File: src/rtl/fetch_redirect_unit_pkg.sv
// Shared definitions for the fetch redirect unit: default PC width,
// FSM state encoding and the flush counter width.
package fetch_redirect_unit_pkg;

    localparam int FRU_ADDR_W = 16;
    localparam int FRU_CNT_W  = 3;

    typedef enum logic {
        RUN   = 1'b0,
        FLUSH = 1'b1
    } fru_state_e;

endpackage

File: src/rtl/fetch_redirect_unit_pc_target_adder.sv
// Combinational PC adder shared by the branch-target and sequential paths.
// wrap_o is the carry (forward) or borrow (backward) out of the ADDR_W-bit result.
module pc_target_adder
    import fetch_redirect_unit_pkg::*;
#(
    parameter int ADDR_W = FRU_ADDR_W
) (
    input  logic [ADDR_W-1:0] base_i,
    input  logic [ADDR_W-1:0] offset_i,
    input  logic              dir_i,
    output logic [ADDR_W-1:0] target_o,
    output logic              wrap_o
);

    logic [ADDR_W:0] sum;

    // Extra top bit captures carry on add and borrow on subtract.
    always_comb begin
        if (dir_i) begin
            sum = {1'b0, base_i} + {1'b0, offset_i};
        end else begin
            sum = {1'b0, base_i} - {1'b0, offset_i};
        end
    end

    assign target_o = sum[ADDR_W-1:0];
    assign wrap_o   = sum[ADDR_W];

endmodule

File: src/rtl/fetch_redirect_unit.sv
// PC owner at the fetch end: sequential advance, branch redirect, squash window
// of FLUSH_CYCLES cycles and a one-cycle flushBack handshake to the branch unit.
module fetch_redirect_unit
    import fetch_redirect_unit_pkg::*;
#(
    parameter int                ADDR_W       = FRU_ADDR_W,
    parameter logic [ADDR_W-1:0] RESET_PC     = '0,
    parameter int                FLUSH_CYCLES = 2
) (
    input  logic              clock_i,
    input  logic              reset_i,
    input  logic              enable_i,
    input  logic              shouldBranch_i,
    input  logic              branchDirection_i,
    input  logic [ADDR_W-1:0] branchOffset_i,
    input  logic              fetchReady_i,
    output logic [ADDR_W-1:0] pc_o,
    output logic              fetchValid_o,
    output logic              flushPipe_o,
    output logic              flushBack_o,
    output logic              wrap_o
);

    fru_state_e           state_q, state_d;
    logic [FRU_CNT_W-1:0] cnt_q, cnt_d;
    logic [ADDR_W-1:0]    pc_q, pc_d;
    logic                 fv_q, fv_d;
    logic                 fp_q, fp_d;
    logic                 fb_q, fb_d;
    logic                 wrap_q, wrap_d;

    logic                 take_branch;
    logic [ADDR_W-1:0]    add_off;
    logic                 add_dir;
    logic [ADDR_W-1:0]    add_target;
    logic                 add_wrap;

    // One adder serves both paths: branch offset when redirecting, +1 otherwise.
    assign take_branch = (state_q == RUN) && shouldBranch_i;
    assign add_off     = take_branch ? branchOffset_i : ADDR_W'(1);
    assign add_dir     = take_branch ? branchDirection_i : 1'b1;

    pc_target_adder #(.ADDR_W(ADDR_W)) u_adder (
        .base_i   (pc_q),
        .offset_i (add_off),
        .dir_i    (add_dir),
        .target_o (add_target),
        .wrap_o   (add_wrap)
    );

    always_comb begin
        state_d = state_q;
        cnt_d   = cnt_q;
        pc_d    = pc_q;
        fv_d    = fv_q;
        fp_d    = fp_q;
        fb_d    = 1'b0;
        wrap_d  = 1'b0;
        if (enable_i) begin
            case (state_q)
                RUN: begin
                    if (shouldBranch_i) begin
                        pc_d    = add_target;
                        wrap_d  = add_wrap;
                        fb_d    = 1'b1;
                        fp_d    = 1'b1;
                        fv_d    = 1'b0;
                        cnt_d   = FRU_CNT_W'(FLUSH_CYCLES - 1);
                        state_d = FLUSH;
                    end else begin
                        fv_d = 1'b1;
                        if (fv_q && fetchReady_i) begin
                            pc_d   = add_target;
                            wrap_d = add_wrap;
                        end
                    end
                end
                FLUSH: begin
                    if (cnt_q == '0) begin
                        fp_d    = 1'b0;
                        fv_d    = 1'b1;
                        state_d = RUN;
                    end else begin
                        cnt_d = cnt_q - 1'b1;
                    end
                end
                default: state_d = RUN;
            endcase
        end
    end

    always_ff @(posedge clock_i) begin
        if (!reset_i) begin
            state_q <= RUN;
            cnt_q   <= '0;
            pc_q    <= RESET_PC;
            fv_q    <= 1'b0;
            fp_q    <= 1'b0;
            fb_q    <= 1'b0;
            wrap_q  <= 1'b0;
        end else begin
            state_q <= state_d;
            cnt_q   <= cnt_d;
            pc_q    <= pc_d;
            fv_q    <= fv_d;
            fp_q    <= fp_d;
            fb_q    <= fb_d;
            wrap_q  <= wrap_d;
        end
    end

    assign pc_o         = pc_q;
    assign fetchValid_o = fv_q;
    assign flushPipe_o  = fp_q;
    assign flushBack_o  = fb_q;
    assign wrap_o       = wrap_q;

endmodule

File: config.mk
export PLATFORM = sky130hd
export DESIGN_NAME = fetch_redirect_unit
export DESIGN_NICKNAME = d
export VERILOG_FILES = /design/src/rtl/fetch_redirect_unit_pkg.sv /design/src/rtl/fetch_redirect_unit_pc_target_adder.sv /design/src/rtl/fetch_redirect_unit.sv
export SDC_FILE = /design/constraint.sdc
export NUM_CORES = 1
export LEC_CHECK = 0
export CAP_MARGIN = 20
export CORE_MARGIN = 2
export CORE_UTILIZATION = 44
export CTS_BUF_LIST = sky130_fd_sc_hd__clkbuf_8
export DETAILED_ROUTE_END_ITERATION = 6
export HOLD_SLACK_MARGIN = 0.08
export PLACE_DENSITY = 0.73
export SLEW_MARGIN = 30
export SYNTH_ARGS = -nofsm -noshare
export SYNTH_HDL_FRONTEND = slang
export SYNTH_SLANG_ARGS = --single-unit
File: constraint.sdc
create_clock -name clock_i -period 3.4 [get_ports clock_i]
set_input_delay 0.34 -clock clock_i [delete_from_list [all_inputs] [get_ports clock_i]]
set_output_delay 0.34 -clock clock_i [all_outputs]
set_load 0.03 [all_outputs]
## Word-level counts from Yosys, hierarchy flattened

Cells that the tools add are included.

| word-level totals | value |
|---|---|
| register bits | 24 |
| latch bits | 0 |
| bits in writable memories | 0 |
| bits in read-only memories | 0 |
| input port bits | 22 |
| output and inout port bits | 20 |
| word-level logic and storage cells | 44 |
| memories kept | 0 |

| operators by class | value |
|---|---|
| add/sub/neg operators | 3 |
| multiply operators | 0 |
| divide/modulo/power cells | 0 |
| $lt $le $gt $ge | 0 |
| equal/unequal tests | 3 |
| shift-type cells | 0 |
| muxes and demuxes | 19 |
| bitwise logic cells | 3 |
| reduce and logical (&&, ||, !) cells | 9 |

Operator list:

| operator | number |
|---|---|
| $mux 16 | 3 |
| $add 16x16->17 | 1 |
| $mux 17 | 1 |
| $sub 16x16->17 | 1 |
| $mux 1 | 9 |
| $reduce_and 3->1 | 3 |
| $mux 3 | 2 |
| $pmux 1 s2 | 3 |
| $pmux 3 s2 | 1 |
| $ne 2x2->1 const B | 2 |
| $logic_not 3->1 | 1 |
| $not 1->1 | 3 |
| $reduce_or 3->1 | 1 |
| $sub 3x1->3 const B | 1 |
| $logic_and 1x1->1 | 2 |
| $ne 2x1->1 const B | 1 |
| $reduce_and 2->1 | 1 |
| $reduce_bool 2->1 | 1 |

## Logic depth before layout (Yosys ltp)

Gate-level depths: netlist of the first run.

| depth | value |
|---|---|
| depth in word-level cells | 7 |
| gate-level depth with buffers | 17 |

## Modules after synthesis

A second synthesis of the first run with hierarchy kept.

| unflattened totals | value |
|---|---|
| cell total of the unflattened synthesis | 294 |
| area, all modules | 2,298.5 um^2 |

Modules (own cells, without submodules):

| module | instances | cells each | area an instance (um^2) |
|---|---|---|---|
| fetch_redirect_unit | 1 | 131 | 1,174.9 |
| pc_target_adder | 1 | 163 | 1,123.6 |

## Worst setup path before layout of the first run

No wires, ideal clock.

| timing path | value |
|---|---|
| path type | register to register |
| from | register state_q |
| to | register pc_q[11] (netlist: pc_o[11]) |
| setup time | 122 ps |
| data arrival time | 2,830 ps |
| path slack | 448 ps |
| stages on the path, launching flop included | 17 |
| buffers on the path | 2 |
| period minus slack after synthesis | 2,952 ps |
| cell sequence | dfxtp_1 > buf_6 > nand2b_4 > buf_6 > nor2_1 > ha_1 > o21ai_1 > nor2b_1 > nor2_1 > xnor2_1 > nor2_1 > ha_1 > a21o_1 > a21oi_1 > o21bai_1 > o2111a_1 > a311o_1 |

| on the way | value |
|---|---|
| word-level cells in the longest chain between the ends | 7 |
| elaborated cells between the ends (all ways) | 10 |
| classes of those cells | add/sub: 2; mux: 5; bitwise: 1; reduce/logical: 2 |

RTL lines:

| what | line | RTL |
|---|---|---|
| start, declared | fetch_redirect_unit.sv:24 | `fru_state_e state_q, state_d;` |
| start signal, assigned | fetch_redirect_unit.sv:102 | `state_q <= state_d;` |
| $not 1->1 (*) | - |  |
| $logic_and 1x1->1 | fetch_redirect_unit.sv:39 | `assign take_branch = (state_q == RUN) && shouldBranch_i;` |
| $mux 16 | fetch_redirect_unit.sv:40 | `assign add_off = take_branch ? branchOffset_i : ADDR_W'(1);` |
| $sub 16x16->17 / $add 16x16->17 (equally long branches) | fetch_redirect_unit_pc_target_adder.sv:22, fetch_redirect_unit_pc_target_adder.sv:20 |  |
| $mux 17 | fetch_redirect_unit_pc_target_adder.sv:19 | `if (dir_i) begin` |
| $mux 16 | fetch_redirect_unit.sv:72 | `if (fv_q && fetchReady_i) begin` |
| $mux 16 | fetch_redirect_unit.sv:62 | `if (shouldBranch_i) begin` |
| end signal, assigned | fetch_redirect_unit.sv:104 | `pc_q <= pc_d;` |
| end, declared | fetch_redirect_unit.sv:26 | `logic [ADDR_W-1:0] pc_q, pc_d;` |

Mark *: on every way between the ends. The rest lies on a longest branch, timed or not. The select of a mux whose other input is x is not followed.
A chain may end at the register's enable or synchronous reset.

## Final worst setup path of the first run

| timing path | value |
|---|---|
| from | input shouldBranch_i |
| to | register wrap_q (netlist: wrap_o) |

| on the way | value |
|---|---|
| word-level cells in the longest chain between the ends | 6 |
| elaborated cells between the ends (all ways) | 8 |
| classes of those cells | add/sub: 2; mux: 5; reduce/logical: 1 |

RTL lines:

| what | line | RTL |
|---|---|---|
| start, declared | fetch_redirect_unit.sv:13 | `input logic shouldBranch_i,` |
| $logic_and 1x1->1 | fetch_redirect_unit.sv:39 |  |
| $mux 16 | fetch_redirect_unit.sv:40 |  |
| $sub 16x16->17 / $add 16x16->17 (equally long branches) | fetch_redirect_unit_pc_target_adder.sv:22, fetch_redirect_unit_pc_target_adder.sv:20 |  |
| $mux 17 | fetch_redirect_unit_pc_target_adder.sv:19 |  |
| $mux 1 | fetch_redirect_unit.sv:72 |  |
| $mux 1 (*) | fetch_redirect_unit.sv:62 |  |
| end signal, assigned | fetch_redirect_unit.sv:108 | `wrap_q <= wrap_d;` |
| end, declared | fetch_redirect_unit.sv:30 | `logic wrap_q, wrap_d;` |

Mark *: on every way between the ends. The rest lies on a longest branch, timed or not.

==> flow_summary.json, run 1 <==
{
  "status": "completed",
  "drive_gt1_share_pct": 15.7,
  "syn_nets": 326,
  "diodes": 0,
  "worst_slack_ns": 0.272,
  "io_pins": 42,
  "grt_antenna_before_repair": 0,
  "synth_top_area_share_pct": 22.4,
  "worstPathRequired_ns": 3.60,
  "rsz0062_at_grt": "no",
  "crit_arrival_ns": 3.33,
  "tritoncts": "built",
  "seq_area_frac_synth_pct": 22.4,
  "r2r.worst_path.cells": 13,
  "routed_wl_mm": 5.58,
  "synth_seq_cells": 24,
  "fin_util_pct": 62.1,
  "end_kind": "flop",
  "clock_latency_ns": 0.27,
  "fin_worst_skew_ns": 0.00262,
  "clock_sinks": 24,
  "postRouteAntennaNets": 0,
  "slew_headroom_pct": 57.4,
  "ys.flop_type": "dfxtp_1",
  "die_x_um": 73.8,
  "io_buffer_count": 41,
  "vias_per_cell": 5.44,
  "postSynthAreaPerCell_sq_um": 7.56,
  "worst_pin_slew_ns": 0.639,
  "leakage_nw": 1.24,
  "path_max_fanout": 3,
  "grt_usage_pct": 21.8,
  "synth_cells": 284,
  "nNetsFinal": 400,
  "syn2layout_area_growth_pct": 36.7,
  "die_y_um": 73.8,
  "period_needed_ns": 3.13,
  "holdPathStages": 2,
  "cts_hold_buf": 0,
  "powerDensity_nw_per_um2": 272,
  "async_flop_share_pct": 0,
  "start_util_pct": 45.4,
  "timing.hold.ws_ns": 0.484,
  "syn_area_sq_um": 2150,
  "hold_viol": 0,
  "cts_setup_buffers": 0,
  "path_class": "in2reg",
  "yosysMostFrequentCell": "nor2_1",
  "pre_cts_ws_ns": -0.0854,
  "cts_buffer_depth": 2,
  "synth_cell_type_count": 50,
  "synth-edff-count": 0,
  "period_share_pct": 92.0,
  "grt_max_degree": 19,
  "clk_pin_slew_worst_paths_ns": 0.09,
  "drcViolationCount": 0,
  "report.power.total_uw": 798,
  "hp-class": "reg2reg",
  "fin_cells": 423,
  "critPathLaunchType": "input pin",
  "wl_per_cell_um": 13.2,
  "root_buffer": "clkbuf_8",
  "place_congestion": 0.864,
  "cts_buffers": 3,
  "grt_overflow_total": 0,
  "fmax_mhz": 320,
  "grt_pass1_vias": 2133,
  "dp.cells": 420,
  "maxCapViolCount": 0,
  "finalSetupViolations": 0,
  "drt_iter0_drc": 157,
  "hpwlAfterDp_mm": 4.39,
  "num_rows": 25,
  "cts_htree_levels": 1,
  "grt_first_pass_wirelength_mm": 9.33,
  "fp.coreArea_sq_um": 4720,
  "setup_tns_ns": 0,
  "synth_top_area_cell": "dfxtp_1",
  "drt_pass1_iterations": 6,
  "ir_drop_v": 0.000148,
  "ys_warn_count": 0,
  "vias": 2303,
  "ys_top_cells_by_area": "dfxtp_1, ha_1, a21oi_1",
  "placed_area_sq_um": 2880,
  "die-area_sq_um": 5450,
  "fin_area_sq_um": 2930,
  "synth_commonest_cells": "nor2_1, a21oi_1, dfxtp_1, nand2_1, ha_1",
  "drv_slew": 0
}
==> final cells by class <==
cell class                      count  area [sq um]
Inverter                           13          48.8
Clock buffer                        3          41.3
Fill cell                         437          1790
Sequential cell                    24           480
Multi-Input combinational cell    236          1580
Timing Repair Buffer               80           703
Tap cell                           67          83.8
==> per-layer routing <==
metal / wire length [um] / global-route usage (%) / up-vias
met5: 0 / 0 / -
met4: 69 / 6.26 / 0
met3: 236 / 2.74 / 6
met2: 2660 / 37.2 / 67
met1: 2620 / 28.5 / 1060
li1: - / - / 1170
==> what timing repair did <==
item                                    4_1_cts  5_1_grt
endpoints found under the setup margin        0        6
endpoints found under the hold margin         0        0
gates resized for setup                       0        3
==> logic make-up after synthesis <==
| kind of cell | Yosys count | share of synthesized area [%] |
|---|---|---|
| buf+inv | 24 | 4.96 |
| simple gates | 104 | 24.3 |
| compound gates | 90 | 27.2 |
| mux | 3 | 1.40 |
| xor+xnor | 19 | 7.76 |
| flops | 24 | 22.4 |
| fa+ha+maj | 20 | 12.0 |
==> power by group <==
group | total, mW | internal [mW] | leakage [nW] | switching [mW]
clock | 0.176 | 0.0794 | 0.0216 | 0.0965
combinational | 0.313 | 0.151 | 1.02 | 0.162
sequential | 0.310 | 0.296 | 0.196 | 0.0138
total | 0.798 | 0.526 | 1.24 | 0.272
==> state kept, by name (all words and copies together), names as in the netlist <==
register / cells
cnt_q: 3
fetchValid_o: 1
flushBack_o: 1
flushPipe_o: 1
pc_o: 16
state_q: 1
wrap_o: 1
==> worst max-delay path, cell delays in order <==
cell and delay, ns:
clkdlybuf4s50_1 0.54, nor2b_1 0.19, nand2_1 0.07, ha_1 0.24, or3_1 0.31, a21oi_1 0.17
ha_1 0.27, a211oi_2 0.29, o211ai_2 0.14, a31oi_1 0.27, nand2_1 0.09, a31oi_1 0.22
mux2i_1 0.20
==> layout by cell type, fill, tap and decap left out, types with 7 or more instances in the layout <==
master            n
xnor2_1          17
inv_1            13
or3_1             8
dfxtp_1          24
nor2_1           35
a21oi_1          33
buf_4            39
nand2_1          24
ha_1             19
nand3_1          10
a21o_1            7
o21ai_0          13
clkdlybuf4s50_1  41
==> final timing paths <==
kind | from | endpoint | slack (ns)
min | pc_o[6] | pc_o[6] | 0.48
min reg2reg | pc_o[6] | pc_o[6] | 0.48
max reg2reg | state_q | pc_o[15] | 0.31
max | shouldBranch_i | wrap_o | 0.27
(Power assumes the default switching activity.)
==> inputs of run 2 (changes only) <==
- PLACE_DENSITY: 0.73 -> 0.77
==> flow_summary.json, run 2 (synthesized netlist as in run 1, its figures left out) <==
{
  "worstPathRequired_ns": 3.57,
  "highest_layer": "met4",
  "clk_pin_slew_worst_paths_ns": 0.10,
  "mostFrequentLayoutCells": "clkdlybuf4s50_1, nor2_1, a21oi_1",
  "grt_antenna_before_repair": 0,
  "grt_usage_pct": 21.3,
  "fin_worst_skew_ns": 0.00488,
  "dp.cells": 413,
  "largest_reg_flops": 16,
  "grt_overflow_total": 0,
  "drt_iter0_drc": 66,
  "timing.critical_path.from": "shouldBranch_i",
  "io_pins": 42,
  "wl_per_cell_um": 13.4,
  "ir_drop_v": 0.000182,
  "critPathLaunchType": "input pin",
  "routed_wl_mm": 5.58,
  "dr_wl_met3_um": 233,
  "drive_gt1_share_pct": 14.6,
  "fillers": 448,
  "root_buffer": "clkbuf_8",
  "r2r-start": "state_q",
  "vias": 2265,
  "nNetsFinal": 393,
  "postRouteAntennaNets": 0,
  "grt_max_degree": 19,
  "drv_slew": 0,
  "fmax_mhz": 318,
  "r2r_setup_slack_ns": 0.27,
  "place_congestion": 0.913,
  "setup_tns_ns": 0,
  "clock_sinks": 24,
  "leakage_nw": 1.22,
  "io_buffer_count": 41,
  "layout_commonest_cell": "clkdlybuf4s50_1",
  "path_max_fanout": 5,
  "tritoncts": "built",
  "die_y_um": 73.8,
  "period_needed_ns": 3.15,
  "worst_pin_slew_ns": 0.602,
  "die-area_sq_um": 5450,
  "maxCapViolCount": 0,
  "hold_viol": 0,
  "period_share_pct": 92.6,
  "drt_pass1_iterations": 7,
  "hpwlAfterDp_mm": 4.38,
  "clock_latency_ns": 0.28,
  "path_class": "in2reg",
  "num_rows": 25,
  "end_kind": "flop",
  "endpoint": "pc_o[11]",
  "diodes": 0,
  "die_x_um": 73.8,
  "cts_buffer_depth": 2,
  "drt-met1-wl_mm": 2.34,
  "crit_arrival_ns": 3.32,
  "slew_headroom_pct": 59.9,
  "fin_cells": 417,
  "start_util_pct": 45.4,
  "drcViolationCount": 0,
  "syn2layout_area_growth_pct": 35.5,
  "powerDensity_nw_per_um2": 302,
  "vias_per_cell": 5.43,
  "r2r.worst_path.cells": 14,
  "grt_first_pass_wirelength_mm": 9.22,
  "wl_met2_mm": 2.92,
  "grt_pass1_vias": 2145,
  "cts_buffers": 3,
  "hp-class": "reg2reg",
  "status": "completed",
  "timing.hold.ws_ns": 0.494,
  "fp.coreArea_sq_um": 4720,
  "finalSetupViolations": 0,
  "r2r-end": "pc_o[11]",
  "cts_htree_levels": 1
}
run 2: changes by cell type in the layout (fill, tap and decap cells not counted), sizes merged:
cell / previous run / this run
bufinv: 0 / 1
buf: 39 / 32
run 2: worst min-delay path by stage:
stage	startpoint	end	slack (ns)	cells past startpoint
floorplan	cnt_q[1]	cnt_q[1]	0.47	2
global placement	pc_o[3]	pc_o[3]	0.47	2
detailed placement	pc_o[3]	pc_o[3]	0.48	2
CTS	pc_o[3]	pc_o[3]	0.50	2
global route	pc_o[0]	pc_o[0]	0.52	2
finish	pc_o[3]	pc_o[3]	0.49	2
run 2: critical path, stage by stage:
cell	delay [ns]
clkdlybuf4s50_1	0.54
nor2b_1	0.19
nand2_1	0.08
ha_1	0.24
o21ai_2	0.12
nor2b_1	0.07
nor2_1	0.13
xnor2_1	0.15
nor2_1	0.07
ha_1	0.31
a21o_1	0.19
a21oi_1	0.23
o21bai_1	0.12
o2111a_1	0.24
a311o_1	0.30
run 2: what timing repair did:
action | CTS | global route
hold buffers | 0 | 0
hold endpoints to repair | 0 | 0
setup endpoints to repair | 0 | 6
setup buffers | 0 | 0
gates resized for setup | 0 | 3
run 2: final cells by class:
type	instances	area [sq um]	area share, %
clock buffers	3	41.3	1.42
well taps	67	83.8	2.88
repair buffers	73	651	22.4
flip-flops and latches	24	480	16.5
multi-input cells	236	1570	54.1
clock inverters	1	30.0	1.03
inverters	13	48.8	1.68
run 2: through the flow:
step           worst slack (ns)  utilization (%)  area (sq um)  total power, mW
2_1_floorplan             0.448                -          2150            0.494
3_3_place_gp            -0.0352             59.8          2820            0.615
3_5_place_dp            -0.0975             59.8          2820            0.620
4_1_cts                   0.184             61.3          2890            0.888
5_1_grt                -0.00110             61.5          2910            0.927
6_report                  0.253             61.5          2910            0.879
run 2: layer usage:
layer  vias to the layer above  GRT usage [%]
met3                        11           3.02
met1                      1033           24.4
li1                       1156              -
met2                        65           40.7
met4                         0           5.45
met5                         -              0
run 2: power by group:
group	switching [mW]	internal [mW]	total [mW]
Sequential	0.0150	0.296	0.311
Clock	0.105	0.158	0.263
Combinational	0.159	0.146	0.305
